**src/rtl/uart_time_pkg.sv**
```systemverilog
// Shared constants and types for the UART time/alarm command receiver.
package uart_time_pkg;

   localparam logic [7:0] ASCII_T     = 8'h54;
   localparam logic [7:0] ASCII_A     = 8'h41;
   localparam logic [7:0] ASCII_COLON = 8'h3A;
   localparam logic [7:0] ASCII_CR    = 8'h0D;
   localparam logic [7:0] ASCII_LF    = 8'h0A;
   localparam logic [7:0] ASCII_0     = 8'h30;
   localparam logic [7:0] ASCII_9     = 8'h39;

   typedef enum logic [2:0] {
      P_IDLE,
      P_H1,
      P_H0,
      P_COLON,
      P_M1,
      P_M0,
      P_TERM
   } parse_state_t;

   typedef enum logic [1:0] {
      IDLE,
      START,
      DATA,
      STOP
   } rx_state_t;

   typedef enum logic {
      MODE_TIME,
      MODE_ALARM
   } mode_t;

   // acc*10 + (ch - '0') using shifts only; callers guarantee the result fits in 7 bits
   function automatic logic [6:0] mul10_add(input logic [6:0] acc, input logic [7:0] ch);
      return 7'({acc, 3'b000} + {2'b00, acc, 1'b0} + {2'b00, ch} - {2'b00, ASCII_0});
   endfunction

endpackage

```
**src/rtl/uart_rx_byte.sv**
```systemverilog
// 8N1 byte receiver: synchronizes the line, finds the start bit and samples mid-bit.
module uart_rx_byte
   import uart_time_pkg::*;
#(
   parameter int CLKS_PER_BIT = 434
) (
   input  logic       clk,
   input  logic       rst,
   input  logic       rx,
   output logic       byte_valid,
   output logic       byte_err,
   output logic [7:0] data
);

   localparam int CNT_W = $clog2(CLKS_PER_BIT) + 1;
   localparam logic [CNT_W-1:0] HALF_M1 = CNT_W'(CLKS_PER_BIT / 2 - 1);
   localparam logic [CNT_W-1:0] FULL_M1 = CNT_W'(CLKS_PER_BIT - 1);

   logic             rx_s1, rx_s2, rx_prev;
   rx_state_t        state_q, state_d;
   logic [CNT_W-1:0] baud_q, baud_d;
   logic [2:0]       bit_q, bit_d;
   logic [7:0]       shift_q, shift_d;
   logic             valid_q, valid_d;
   logic             err_q, err_d;

   always_ff @(posedge clk or negedge rst) begin
      if (!rst) begin
         rx_s1   <= 1'b1;
         rx_s2   <= 1'b1;
         rx_prev <= 1'b1;
         state_q <= IDLE;
         baud_q  <= '0;
         bit_q   <= '0;
         shift_q <= '0;
         valid_q <= 1'b0;
         err_q   <= 1'b0;
      end else begin
         rx_s1   <= rx;
         rx_s2   <= rx_s1;
         rx_prev <= rx_s2;
         state_q <= state_d;
         baud_q  <= baud_d;
         bit_q   <= bit_d;
         shift_q <= shift_d;
         valid_q <= valid_d;
         err_q   <= err_d;
      end
   end

   // A falling edge is required to arm, so a line held low after a bad stop bit does not retrigger
   always_comb begin
      state_d = state_q;
      baud_d  = baud_q + 1'b1;
      bit_d   = bit_q;
      shift_d = shift_q;
      valid_d = 1'b0;
      err_d   = 1'b0;
      case (state_q)
         IDLE: begin
            baud_d = '0;
            bit_d  = '0;
            if (!rx_s2 && rx_prev) state_d = START;
         end
         START: begin
            if (baud_q == HALF_M1) begin
               baud_d  = '0;
               state_d = rx_s2 ? IDLE : DATA;
            end
         end
         DATA: begin
            if (baud_q == FULL_M1) begin
               baud_d  = '0;
               shift_d = {rx_s2, shift_q[7:1]};
               bit_d   = bit_q + 3'd1;
               if (bit_q == 3'd7) state_d = STOP;
            end
         end
         STOP: begin
            if (baud_q == FULL_M1) begin
               baud_d  = '0;
               state_d = IDLE;
               if (rx_s2) valid_d = 1'b1;
               else       err_d   = 1'b1;
            end
         end
         default: state_d = IDLE;
      endcase
   end

   assign byte_valid = valid_q;
   assign byte_err   = err_q;
   assign data       = shift_q;

endmodule

```
**src/rtl/uart_time_set_rx.sv**
```systemverilog
// Parses "Thh:mm"/"Ahh:mm" + CR/LF commands from the UART into time/alarm load pulses.
module uart_time_set_rx
   import uart_time_pkg::*;
#(
   parameter int CLK_FREQ    = 50000000,
   parameter int BAUD        = 115200,
   parameter int MAX_MINUTES = 60,
   parameter int MAX_HOURS   = 24
) (
   input  logic                           clk,
   input  logic                           rst,
   input  logic                           uart_rx,
   output logic                           set_time,
   output logic                           set_alarm,
   output logic [$clog2(MAX_MINUTES):0]   minutes_settings,
   output logic [$clog2(MAX_HOURS):0]     hours_settings,
   output logic                           frame_error,
   output logic                           rx_busy
);

   localparam int CLKS_PER_BIT = CLK_FREQ / BAUD;
   localparam int MIN_W = $clog2(MAX_MINUTES) + 1;
   localparam int HR_W  = $clog2(MAX_HOURS) + 1;
   localparam logic [6:0] MAX_MIN7 = 7'(MAX_MINUTES);
   localparam logic [6:0] MAX_HR7  = 7'(MAX_HOURS);

   logic       byte_valid, byte_err;
   logic [7:0] rx_data;

   uart_rx_byte #(
      .CLKS_PER_BIT (CLKS_PER_BIT)
   ) u_rx (
      .clk        (clk),
      .rst        (rst),
      .rx         (uart_rx),
      .byte_valid (byte_valid),
      .byte_err   (byte_err),
      .data       (rx_data)
   );

   parse_state_t     state_q, state_d;
   mode_t            mode_q, mode_d;
   logic [6:0]       hours_acc, hours_acc_d;
   logic [6:0]       mins_acc, mins_acc_d;
   logic             set_time_d, set_alarm_d, frame_error_d;
   logic [MIN_W-1:0] minutes_d;
   logic [HR_W-1:0]  hours_d;
   logic             is_digit, is_mode, is_term, bad;

   assign is_digit = (rx_data >= ASCII_0) && (rx_data <= ASCII_9);
   assign is_mode  = (rx_data == ASCII_T) || (rx_data == ASCII_A);
   assign is_term  = (rx_data == ASCII_CR) || (rx_data == ASCII_LF);
   assign rx_busy  = (state_q != P_IDLE);

   always_ff @(posedge clk or negedge rst) begin
      if (!rst) begin
         state_q          <= P_IDLE;
         mode_q           <= MODE_TIME;
         hours_acc        <= '0;
         mins_acc         <= '0;
         set_time         <= 1'b0;
         set_alarm        <= 1'b0;
         frame_error      <= 1'b0;
         minutes_settings <= '0;
         hours_settings   <= '0;
      end else begin
         state_q          <= state_d;
         mode_q           <= mode_d;
         hours_acc        <= hours_acc_d;
         mins_acc         <= mins_acc_d;
         set_time         <= set_time_d;
         set_alarm        <= set_alarm_d;
         frame_error      <= frame_error_d;
         minutes_settings <= minutes_d;
         hours_settings   <= hours_d;
      end
   end

   // A stray 'T'/'A' mid-frame is treated as the start of a fresh command rather than an error
   always_comb begin
      state_d       = state_q;
      mode_d        = mode_q;
      hours_acc_d   = hours_acc;
      mins_acc_d    = mins_acc;
      set_time_d    = 1'b0;
      set_alarm_d   = 1'b0;
      frame_error_d = 1'b0;
      minutes_d     = minutes_settings;
      hours_d       = hours_settings;
      bad           = 1'b0;
      if (byte_err) begin
         state_d       = P_IDLE;
         frame_error_d = 1'b1;
      end else if (byte_valid) begin
         case (state_q)
            P_IDLE: begin
               if (is_mode) begin
                  mode_d  = (rx_data == ASCII_T) ? MODE_TIME : MODE_ALARM;
                  state_d = P_H1;
               end
            end
            P_H1: begin
               if (is_digit) begin
                  hours_acc_d = mul10_add(7'd0, rx_data);
                  state_d     = P_H0;
               end else bad = 1'b1;
            end
            P_H0: begin
               if (is_digit) begin
                  hours_acc_d = mul10_add(hours_acc, rx_data);
                  state_d     = P_COLON;
               end else bad = 1'b1;
            end
            P_COLON: begin
               if (rx_data == ASCII_COLON) state_d = P_M1;
               else bad = 1'b1;
            end
            P_M1: begin
               if (is_digit) begin
                  mins_acc_d = mul10_add(7'd0, rx_data);
                  state_d    = P_M0;
               end else bad = 1'b1;
            end
            P_M0: begin
               if (is_digit) begin
                  mins_acc_d = mul10_add(mins_acc, rx_data);
                  state_d    = P_TERM;
               end else bad = 1'b1;
            end
            P_TERM: begin
               if (is_term) begin
                  state_d = P_IDLE;
                  if ((hours_acc < MAX_HR7) && (mins_acc < MAX_MIN7)) begin
                     set_time_d  = (mode_q == MODE_TIME);
                     set_alarm_d = (mode_q == MODE_ALARM);
                     minutes_d   = mins_acc[MIN_W-1:0];
                     hours_d     = hours_acc[HR_W-1:0];
                  end else begin
                     frame_error_d = 1'b1;
                  end
               end else bad = 1'b1;
            end
            default: state_d = P_IDLE;
         endcase
         if (bad) begin
            if (is_mode) begin
               mode_d  = (rx_data == ASCII_T) ? MODE_TIME : MODE_ALARM;
               state_d = P_H1;
            end else begin
               state_d       = P_IDLE;
               frame_error_d = 1'b1;
            end
         end
      end
   end

endmodule

```
**config.mk**
```make
export PLATFORM = sky130hd
export DESIGN_NAME = uart_time_set_rx
export DESIGN_NICKNAME = d
export VERILOG_FILES = /design/src/rtl/uart_time_pkg.sv /design/src/rtl/uart_rx_byte.sv /design/src/rtl/uart_time_set_rx.sv
export SDC_FILE = /design/constraint.sdc
export NUM_CORES = 1
export LEC_CHECK = 0
export BUFFER_PORTS_ARGS = -buffer_cell sky130_fd_sc_hd__buf_2
export CAP_MARGIN = 20
export CORE_AREA = 2 2 73 128
export DETAILED_ROUTE_END_ITERATION = 16
export DIE_AREA = 0 0 75 130
export PLACE_DENSITY = 0.56
export REMOVE_ABC_BUFFERS = 1
export SETUP_SLACK_MARGIN = 0.3
export SYNTH_ARGS = -nofsm -noshare
export SYNTH_HDL_FRONTEND = slang
export SYNTH_SLANG_ARGS = --single-unit
```
**constraint.sdc**
```tcl
create_clock -name clk -period 2.4 [get_ports clk]
set_input_delay 0 -clock clk [delete_from_list [all_inputs] [get_ports clk]]
set_output_delay 0 -clock clk [all_outputs]
set_load 0.01 [all_outputs]
```
Yosys cells after proc, flatten, opt, wreduce, memory -nomap -nowiden
Cells that the tools add are included.

Bits in registers: 62. Input port bits: 3. Output and inout bits: 17. Word-level logic and storage cells: 152.

$add $sub $neg: 9. Magnitude comparators: 4. Eq/ne operators: 33. Muxes and demuxes: 63. Bitwise gates (word level): 2. Reduce and logical (&&, ||, !) cells: 23.

Operator list (count): two-way mux 1 bit (34); two-way mux 3 bit (11); case mux 10 bit (3 select lines) (1); adder 7 bit (4); inequality test 4 x 3 -> 1 bit (second input constant) (7); case mux 7 bit (2 select lines) (2); two-way mux 7 bit (3); case mux 3 bit (7 select lines) (1); subtractor 7 x 6 -> 7 bit (second input constant) (3); two-way mux 10 bit (2); AND reduction 5 bit (4); == test 8 x 4 -> 1 bit (second input constant) (2); == test 8 x 7 -> 1 bit (second input constant) (2); == test 3 bit (second input constant) (4); two-way mux 2 bit (6); adder 10 x 1 -> 10 bit (second input constant) (1); == test 10 x 8 -> 1 bit (second input constant) (1); == test 10 x 9 -> 1 bit (second input constant) (1); inequality test 2 x 1 -> 1 bit (second input constant) (5); == test 8 x 6 -> 1 bit (second input constant) (1); >= comparator 8 x 6 -> 1 bit (second input constant) (1); <= comparator 8 x 6 -> 1 bit (second input constant) (1); inequality test 2 bit (second input constant) (4); case mux 2 bit (4 select lines) (1); other kinds (21) (32).

Depth between registers and ports, before layout
Gate-level depths: netlist of run 1.

Depth after elaboration: 9. Depth in mapped cells: 9.

By module
From an unflattened synthesis of run 1, not the netlist that was laid out.

Cells, all modules: 320. Area total of the unflattened synthesis: 3648.5 um^2.

Modules (own cells, without submodules): uart_time_set_rx (times used 1, cells each 206, area an instance 2250.9 um^2, sequential area each 850.8 um^2); uart_rx_byte (times used 1, cells each 114, area an instance 1397.6 um^2, sequential area each 704.4 um^2).

Least setup slack after synthesis of run 1
OpenSTA, ideal clock, no wires.

Kind: register to register. From: reg u_rx.shift_q[3], in the netlist u_rx.data[3]. To: reg hours_acc[6]. Setup time: 0.096 ns. Data arrival time: 2.254 ns. Required time: 2.304 ns. Path slack: 0.050 ns. Cell stages (with the launch flop): 8. Buffers on the path: 0. Clock period less this slack: 2.350 ns. Cells stage by stage: dfrtp_1 fa_1 fa_1 ha_1 a21o_1 a21oi_1 xnor2_1 o31ai_1.

Longest elaborated chain between the ends: 4. Elaborated cells on any way between the ends: 12. Classes of those cells: 3 x add/sub; 2 x order compare; 2 x eq/ne; 3 x mux; 2 x reduce/logical.

Ends and longest elaborated chain: start: declaration (line uart_rx_byte.sv:23) `logic [7:0] shift_q, shift_d;`; start signal: assignment (line uart_rx_byte.sv:45) `shift_q <= shift_d;`; adder 7 bit, or another cell as far along (line uart_time_pkg.sv:36) `return 7'({acc, 3'b000} + {2'b00, acc, 1'b0} + {2'b00, ch} - {2'b00, ASCII_0});`; subtractor 7 x 6 -> 7 bit or logical AND 1 bit (tied branches) (line uart_time_pkg.sv:36, uart_time_set_rx.sv:50); two-way mux 7 bit or inequality test 2 bit (tied branches); case mux 7 bit (2 select lines) or AND reduction 5 bit (tied branches); end signal: assignment (line uart_time_set_rx.sv:69) `hours_acc <= hours_acc_d;`; end: declaration (line uart_time_set_rx.sv:43) `logic [6:0] hours_acc, hours_acc_d;`.

Several ways; a longest one is shown, not always the timed one. The select of a mux whose other input is x is not followed. A chain may end at the register's enable or synchronous reset.

Worst setup path after layout of run 1
From: reg u_rx.shift_q[3], in the netlist u_rx.data[3]. To: reg mins_acc[5].

Longest elaborated chain between the ends: 4. Elaborated cells on any way between the ends: 12. Classes of those cells: 3 x add/sub; 2 x order compare; 2 x eq/ne; 3 x mux; 2 x reduce/logical.

Ends and longest elaborated chain: adder 7 bit, or another cell as far along (line uart_time_pkg.sv:36); subtractor 7 x 6 -> 7 bit or logical AND 1 bit (tied branches) (line uart_time_pkg.sv:36, uart_time_set_rx.sv:50); two-way mux 7 bit or inequality test 2 bit (tied branches); case mux 7 bit (2 select lines) or AND reduction 5 bit (tied branches); end signal: assignment (line uart_time_set_rx.sv:70) `mins_acc <= mins_acc_d;`; end: declaration (line uart_time_set_rx.sv:44) `logic [6:0] mins_acc, mins_acc_d;`.

Several ways; a longest one is shown, not always the timed one. The select of a mux whose other input is x is not followed.

==> results of run 1 <==
==> worst reg2reg max path: cells and delay by family (launching register included) <==
| kind | cells | cell delay, ps |
|---|---|---|
| and+or+nand+nor | 1 | 60 |
| xor gates and xnor gates | 1 | 170 |
| DFF | 1 | 450 |
| adders and majority gates | 4 | 1340 |
| AOI/OAI and AO/OA | 2 | 210 |
==> registers in the layout, indices dropped and copies added, names as in the netlist, named ones only <==
signal	cells
u_rx.rx_s2	1
u_rx.data	8
hours_settings	6
u_rx.byte_valid	1
state_q	3
u_rx.baud_q	10
mins_acc	7
set_alarm	1
minutes_settings	7
u_rx.bit_q	3
mode_q	1
set_time	1
u_rx.rx_s1	1
hours_acc	7
u_rx.byte_err	1
u_rx.rx_prev	1
u_rx.state_q	1
frame_error	1
==> cell type report <==
class                   count  share of cell area
well taps                 120              0.0319
flip-flops and latches     62               0.331
inverters                  16              0.0128
clock buffers              13              0.0553
repair buffers             71               0.117
clock inverters             1             0.00638
multi-input cells         224               0.446
==> cell usage after synthesis (3+ instances only) <==
| cell | n |
|---|---|
| a21oi_1 | 10 |
| clkbuf_1 | 8 |
| dfrtp_1 | 59 |
| dfstp_2 | 3 |
| fa_1 | 8 |
| ha_1 | 26 |
| inv_1 | 16 |
| mux2_2 | 16 |
| mux2_4 | 6 |
| mux2i_1 | 7 |
| nand2_1 | 29 |
| nand4_1 | 6 |
| nor2_1 | 21 |
| nor2b_1 | 6 |
| nor3b_1 | 5 |
| o21ai_0 | 17 |
| o31ai_1 | 3 |
| xnor2_1 | 18 |
| xor2_1 | 3 |
==> metal layers <==
layer	up-vias	share of wire	wire (µm)	track usage
met5	-	0	0	0
met4	0	0.048	386	0.120
met3	23	0.025	200	0.0402
met2	36	0.56	4420	0.318
met1	1207	0.37	2950	0.185
li1	1227	-	-	-
==> per-stage QoR <==
stage	std cells	power, W	util	setup TNS [ps]
after floorplan	301	0.00110	-	0
after global placement	469	0.00114	0.444	0
after detailed placement	469	0.00114	0.444	-226
after CTS	502	0.00244	0.506	0
after global routing	507	0.00249	0.535	-1.90
final	507	0.00241	0.535	0
==> path summary, 6_finish.rpt <==
check | start | to | depth (start not counted)
setup / recovery | u_rx.data[3] | mins_acc[5] | 8
hold / removal | rst | hours_settings[1] | 2
setup reg to reg | u_rx.data[3] | mins_acc[5] | 8
hold reg to reg | u_rx.rx_s1 | u_rx.rx_s2 | 0
max in group asynchronous | rst | u_rx.data[3] | 3
min in group clk | uart_rx | u_rx.rx_s1 | 2
==> cell usage in the layout, fill, tap and decap left out, types with 3 or more instances in the layout <==
cell       instances
dfrtp_2            4
buf_6              7
nor2_1            21
nor2b_1            5
inv_2              3
ha_1              18
nand2_1           29
ha_4               7
nand4_1            6
mux2_4            20
nor3b_1            4
a21oi_1            7
inv_1             13
a21oi_2            3
or3_4              3
clkbuf_16          9
xnor2_1           17
o21ai_1            4
dfstp_2            3
mux2i_1            6
xor2_1             3
o21ai_0           12
o31ai_1            3
fa_2               6
buf_2             19
buf_4             41
dfrtp_1           55
==> kinds of logic after synthesis <==
kind of cell | after synthesis
simple gates | 93
flops | 62
compound gates | 46
fa+ha+maj | 34
buf+inv | 28
mux | 29
xor+xnor | 21
==> power groups by stage <==
| stage | sequential [W] | combinational [W] | clock [W] |
|---|---|---|---|
| 6_report | 0.00106 | 0.0000721 | 0.00128 |
| 5_1_grt | 0.00106 | 0.0000834 | 0.00135 |
| 3_3_place_gp | 0.00108 | 0.0000588 | 0 |
| 2_1_floorplan | 0.00108 | 0.0000199 | 0 |
| 4_1_cts | 0.00106 | 0.0000697 | 0.00131 |
| 3_5_place_dp | 0.00108 | 0.0000594 | 0 |
==> what timing repair did <==
action                                  CTS  global route
endpoints found under the setup margin   40            51
buffers inserted                         15             5
endpoints found under the hold margin    22             0
gates cloned                              2             0
hold buffers                              2             0
gates resized for setup                  26            50
pin swaps                                14            19
==> flow_summary.toml, run 1 <==
[status]
outcome = "completed"

[setup_path]
start_kind = "flop"
cp_slowest_cell = "fa_2"
path_delay_family = "adder cells"
critPathCaptureType = "flop"
worstPathArrival_ps = 2560
cp_cell_sequence = "fa_2 > ha_4 > ha_4 > fa_2 > xnor2_2 > nor2_1 > a21oi_1 > o21ai_1"
critPathMaxStageDelay_ps = 570
worst-path-buf-inv = 0
critical_path_class = "flop to flop"
cp.required_ps = 2610
rrSetupSlack_ps = 60
worstPathMaxFanout = 4

[placement]
post-dp-hpwl_um = 5510
gp_congestion = 0.832
pre_cts_slack_ps = -104
placed_cell_area_um2 = 3910
port_buffers = 19

[clock_tree]
cts-root-buf = "clkbuf_16"
cts.sinks = 62
clk_pin_slew_ps = 50
cts_max_path_buffers = 2
cts_inserted_buffers = 9
cts_tree = "built"
cts_htree_levels = 3
clock_latency_ps = 330

[synth]
synth_fa_ha_area_frac = 0.139
synth_cells = 313
ys.flop_type = "dfrtp_1"
synth-edff-count = 0
synth_area_um2 = 3500
ys_top_cells_by_area = "dfrtp_1, ha_1, mux2_2, fa_1, xnor2_1"
synth_top_family_by_area = "simple AND/OR/NAND/NOR gates"
synth-xor-area-share = 0.0526
synth_area_leader_cell = "dfrtp_1"
synth_simple_gate_area_frac = 0.148
muxShareOfSynthArea = 0.0973
ys_warn_count = 0
synth-compound-area-share = 0.0826
synth-seq-cells = 62
yosysUniqueCellTypes = 56
syn-mean-instance-area_um2 = 11.2
ys_seq_area_frac = 0.445
async_reset_ff_frac = 1.00
yosys.area.top_type_share = 0.422

[pwr]
leakage_nw = 2.22
swShare = 0.198
ir_drop_uv = 447
clkPwrFrac = 0.529
power.density_nw_per_um2 = 513
combPwrFrac = 0.030
seq_power_share = 0.441
switchingPower_w = 0.000478
intPower_w = 0.00194

[timing]
slew_violations = 0
relSlewSlack = 0.610
fin_hold_ws_ps = 210
period_share = 0.977
finClkSkew_ps = 6.22
max_freq_ghz = 0.427
tightest_slew_ps = 586
postLayoutSetupSlackWorst_ps = 55.7
setup_viol = 0
finalHoldViolations = 0
rsz0062_at_grt = "true"
period_minus_slack_ps = 2340

[grt]
grt_pass1_vias = 2675
grt_pass1_wl_um = 12900
grt_max_degree = 27
grt_use_total = 0.181
antenna_found_initial = 0
overflow = 0

[finish]
multi_input_area_um2 = 2100
nNetsFinal = 421
seq_area_um2 = 1560
syn2layout_area_growth_pct = 34.6
finalInstanceArea_um2 = 4710
n_antenna_cell = 0
fill_cells = 809
drive_above_1_share = 0.393

[drt]
postRouteAntennaNets = 0
drc = 0
drt-pass1-iter-count = 4
wl_per_cell_um = 15.7
viasPerCell = 4.92
drt_iter0_drc = 105
vias = 2493
drt_wl_total_um = 7960

[floorplan]
dieArea_um2 = 9750
die_height_um = 130
core_area_um2 = 8810
dieWidth_um = 75
num_rows = 46
io_pins = 20
start_util = 0.397

[hold_path]
hold_path.class = "primary input to asynchronous set/reset pin"

[flow_run]
drv_cap = 0
Note: power is estimated with default switching activity, not from simulation.
==> run 2: changes to the inputs <==
--- a/config.mk
+++ b/config.mk
@@ -10,7 +10,7 @@
 export CORE_AREA = 2 2 73 128
 export DETAILED_ROUTE_END_ITERATION = 16
 export DIE_AREA = 0 0 75 130
-export PLACE_DENSITY = 0.56
+export PLACE_DENSITY = 0.6
 export REMOVE_ABC_BUFFERS = 1
 export SETUP_SLACK_MARGIN = 0.3
 export SYNTH_ARGS = -nofsm -noshare
==> flow_summary.toml, run 2 (same netlist as run 1, synthesis figures left out) <==
[timing]
finalHoldViolations = 0
rsz0062_at_grt = "true"
slew_violations = 0
tightest_slew_ps = 568
setup_viol = 0
fin_hold_ws_ps = 191
finClkSkew_ps = 7.82
max_freq_ghz = 0.424
tns_ps = 0
period_minus_slack_ps = 2360
period_share = 0.983
relSlewSlack = 0.621

[drt]
drt-pass1-iter-count = 4
drt_wl_total_um = 7720
postRouteAntennaNets = 0
wl_per_cell_um = 15.3
drt_iter0_drc = 86
vias = 2514
drc = 0
viasPerCell = 5.00

[finish]
drive_above_1_share = 0.360
final_cells = 503
top_register = "u_rx.baud_q"
layout_commonest_cell = "dfrtp_1"
post-route-util = 0.524
syn2layout_area_growth_pct = 31.9
nNetsFinal = 415
n_antenna_cell = 0
mostFrequentLayoutCells = "dfrtp_1, buf_4, nand2_1"
largest_reg_flops = 10

[placement]
post-dp-hpwl_um = 5440
port_buffers = 19
gp_congestion = 0.844
dp_cells = 466

[flow_run]
drv_cap = 0

[grt]
grt_pass1_wl_um = 12900
grt_use_total = 0.181
grt_util_met2 = 0.324
grt_util_met3 = 0.0371
antenna_found_initial = 0
busiest_layer = "met2"
grtUsageMet1 = 0.180
overflow = 0
grt_max_degree = 26
grt_pass1_vias = 2643

[setup_path]
worstPathArrival_ps = 2600
cp_cell_sequence = "fa_2 > fa_1 > ha_1 > a21o_1 > a21oi_2 > xnor2_1 > o31ai_1"
critPathCaptureType = "flop"
start_kind = "flop"
worst-path-buf-inv = 0
worstPathMaxFanout = 3
path_delay_family = "adder cells"
cp.required_ps = 2640
r2r_cells = 7
rrSetupSlack_ps = 40
r2r-end = "hours_acc[6]"
critPathMaxStageDelay_ps = 500
reg2reg_from = "u_rx.data[3]"
critical_path_class = "flop to flop"
cp_slowest_cell = "fa_1"

[floorplan]
core_area_um2 = 8810
dieWidth_um = 75
io_pins = 20
num_rows = 46
die_height_um = 130
dieArea_um2 = 9750
start_util = 0.397

[hold_path]
hold_path.class = "primary input to asynchronous set/reset pin"

[clock_tree]
cts_max_path_buffers = 2
cts-root-buf = "clkbuf_16"
cts_htree_levels = 3
clock_latency_ps = 340
clk_pin_slew_ps = 60
cts_tree = "built"
cts_inserted_buffers = 9
cts.sinks = 62

[pwr]
p_total_w = 0.00258
ir_drop_uv = 563
leakage_nw = 2.20
power.density_nw_per_um2 = 558

[status]
outcome = "completed"
==> run 2: routing by layer <==
metal	part of all wire	wire length, µm
met1	0.37	2870
met2	0.56	4330
met3	0.020	156
met4	0.048	368
met5	0	0
==> run 2: how the worst max path moves through the flow <==
stage,from,to,slack (ps),cells after the start
2_1_floorplan,u_rx.data[3],hours_acc[6],50,7
3_3_place_gp,u_rx.data[3],hours_acc[6],30,7
3_5_place_dp,u_rx.data[3],mins_acc[5],-80,7
4_1_cts,u_rx.data[3],hours_acc[6],50,7
5_1_grt,u_rx.data[3],hours_acc[6],-40,7
6_report,u_rx.data[3],hours_acc[6],40,7
==> run 2: stage by stage <==
step	instance area (µm²)	setup WS, ps
after floorplan	3430	47.8
final	4620	40.9
after CTS	4540	52.7
after global routing	4620	-41.5
after detailed placement	3880	-75.1
after global placement	3880	31.0
==> run 2: timing repair <==
item                       4_1_cts  5_1_grt
hold buffers                     2        0
buffers inserted                15        2
hold endpoints to repair        24        0
cloned                           2        0
setup endpoints to repair       40       32
pin swaps                       20       19
resized for setup               36       20
==> run 2: final cells by class <==
type | count | area, µm²
fill | 801 | 4190
multi-input combinational | 224 | 2030
sequential | 62 | 1560
timing repair buffer | 65 | 485
clock buffer | 13 | 270
tap | 120 | 150
clock inverter | 3 | 65.1
inverter | 16 | 60.1
==> run 2: where the power goes <==
part | switching (W) | internal, W
logic | 0.0000397 | 0.0000252
clock network | 0.000455 | 0.000992
registers | 0.00000814 | 0.00106
==> run 3: changes to the inputs <==
--- a/config.mk
+++ b/config.mk
@@ -6,10 +6,10 @@
 export NUM_CORES = 1
 export LEC_CHECK = 0
 export BUFFER_PORTS_ARGS = -buffer_cell sky130_fd_sc_hd__buf_2
-export CAP_MARGIN = 20
-export CORE_AREA = 2 2 73 128
+export CAP_MARGIN = 5
+export CORE_AREA = 5 5 76 131
 export DETAILED_ROUTE_END_ITERATION = 16
-export DIE_AREA = 0 0 75 130
+export DIE_AREA = 0 0 81 136
 export PLACE_DENSITY = 0.6
 export REMOVE_ABC_BUFFERS = 1
 export SETUP_SLACK_MARGIN = 0.3
==> constraint.sdc (replaced) <==
create_clock -name clk -period 2.4 [get_ports clk]
set_input_delay 0 -clock clk [delete_from_list [all_inputs] [get_ports clk]]
set_output_delay 0 -clock clk [all_outputs]
set_load 0.1 [all_outputs]
==> flow_summary.toml, run 3 (same netlist as run 1, synthesis figures left out) <==
[finish]
mostFrequentLayoutCells = "dfrtp_1, buf_4, nand2_1"
largest_reg_flops = 10
finalInstanceArea_um2 = 4520
nNetsFinal = 413
fill_cells = 829
final_cells = 501
syn2layout_area_growth_pct = 29.3
n_antenna_cell = 0
top_register = "u_rx.baud_q"
drive_above_1_share = 0.346
layout_commonest_cell = "dfrtp_1"

[drt]
postRouteAntennaNets = 0
viasPerCell = 4.89
vias = 2450
drc = 0
drt-pass1-iter-count = 3
drt_wl_total_um = 7610
drt_iter0_drc = 53
wl_per_cell_um = 15.2

[timing]
relSlewSlack = 0.676
period_minus_slack_ps = 2350
finalHoldViolations = 0
period_share = 0.977
slew_violations = 0
rsz0062_at_grt = "true"
finClkSkew_ps = 10.3
tightest_slew_ps = 489
max_freq_ghz = 0.426
setup_viol = 0

[floorplan]
io_pins = 20
start_util = 0.395
die_height_um = 136
dieWidth_um = 81
core_area_um2 = 8860
dieArea_um2 = 11000
num_rows = 46

[pwr]
leakage_nw = 2.18
combPwrFrac = 0.026
switchingPower_w = 0.000511
swShare = 0.194
clkPwrFrac = 0.570
ir_drop_uv = 544
p_total_w = 0.00263
power.density_nw_per_um2 = 582
intPower_w = 0.00212
seq_power_share = 0.404

[clock_tree]
cts_inserted_buffers = 9
clock_latency_ps = 330
cts_tree = "built"
cts_htree_levels = 3
cts_max_path_buffers = 2
clk_pin_slew_ps = 50
cts.sinks = 62
cts-root-buf = "clkbuf_16"

[status]
outcome = "completed"

[setup_path]
start_kind = "flop"
worstPathArrival_ps = 2570
r2r_cells = 10
critPathCaptureType = "flop"
worstPathMaxFanout = 3
critical_path_class = "flop to flop"
cp.required_ps = 2620

[grt]
antenna_found_initial = 0
grt_max_degree = 26
grt_pass1_wl_um = 12700
overflow = 0
grt_use_total = 0.154
grt_pass1_vias = 2659

[placement]
placed_cell_area_um2 = 3870
port_buffers = 19
post-dp-hpwl_um = 5430
gp_congestion = 0.840
dp_cells = 464

[hold_path]
hold_path.class = "primary input to asynchronous set/reset pin"

[flow_run]
drv_cap = 0
## run 3: cell count changes in the layout (fill, tap and decap cells not counted), sizes merged
cell and delta:
clkbuf -3, buf -2, clkinv +2, bufinv +1
## run 3: metal layers
metal | routed length [µm] | global-route usage | vias to the layer above | part of all wire
met5 | 0 | 0 | - | 0
met4 | 237 | 0.0761 | 0 | 0.031
met3 | 177 | 0.0385 | 17 | 0.023
met2 | 4380 | 0.283 | 25 | 0.58
met1 | 2820 | 0.156 | 1193 | 0.37
li1 | - | - | 1215 | -
## run 3: what timing repair did
| item | in CTS | in global routing |
|---|---|---|
| buffers inserted | 9 | 9 |
| endpoints found under the hold margin | 60 | 0 |
| gates resized for setup | 21 | 15 |
| gates cloned | 1 | 0 |
| hold buffers | 2 | 0 |
| pin swaps | 16 | 12 |
| endpoints found under the setup margin | 41 | 31 |
## run 3: path summary, 6_finish.rpt
kind / endpoint / from / slack (ps)
worst max-delay path: mins_acc[5] / mins_acc[1] / 50
worst min-delay path: u_rx.baud_q[5] / rst / 90
worst max register to register: mins_acc[5] / mins_acc[1] / 50
worst min register to register: u_rx.rx_s2 / u_rx.rx_s1 / 350
max in group asynchronous: u_rx.rx_s1 / rst / 1620
min in group clk: u_rx.rx_s1 / uart_rx / 310
## run 3: stage by stage
step | TNS, ps | hold slack (ps) | worst slack [ps] | utilization
3_3_place_gp | 0 | -91.1 | 39.3 | 0.436
3_5_place_dp | -89.8 | -81.0 | -35.6 | 0.436
2_1_floorplan | 0 | -296 | 47.8 | -
6_report | 0 | 87.8 | 54.1 | 0.510
4_1_cts | 0 | 94.0 | 95.5 | 0.496
5_1_grt | -120 | 118 | -45.5 | 0.510
## run 3: power by group through the flow
stage	Combinational (W)	Sequential, W	Clock, W
floorplan	0.0000199	0.00108	0
global placement	0.0000572	0.00108	0
detailed placement	0.0000588	0.00108	0
CTS	0.0000635	0.00106	0.00154
global route	0.0000789	0.00106	0.00158
finish	0.0000685	0.00106	0.00150
## run 3: critical path, cell delays in order, from the launching register on
cell     delay, ps
dfrtp_1        370
inv_1           60
ha_1           280
inv_1           90
fa_2           470
buf_4          160
fa_2           370
xnor2_1        140
nor2_1          50
a21oi_1        160
o21ai_1         80
## run 3: cell type report
type,instances,area (µm²),share of cell area
Timing Repair Buffer,63,450,0.0996
Clock inverter,6,109,0.0241
Multi-Input combinational cell,224,1960,0.433
Sequential cell,62,1560,0.344
Clock buffer,10,239,0.0528
Inverter,16,60.1,0.0133
Tap cell,120,150,0.0332
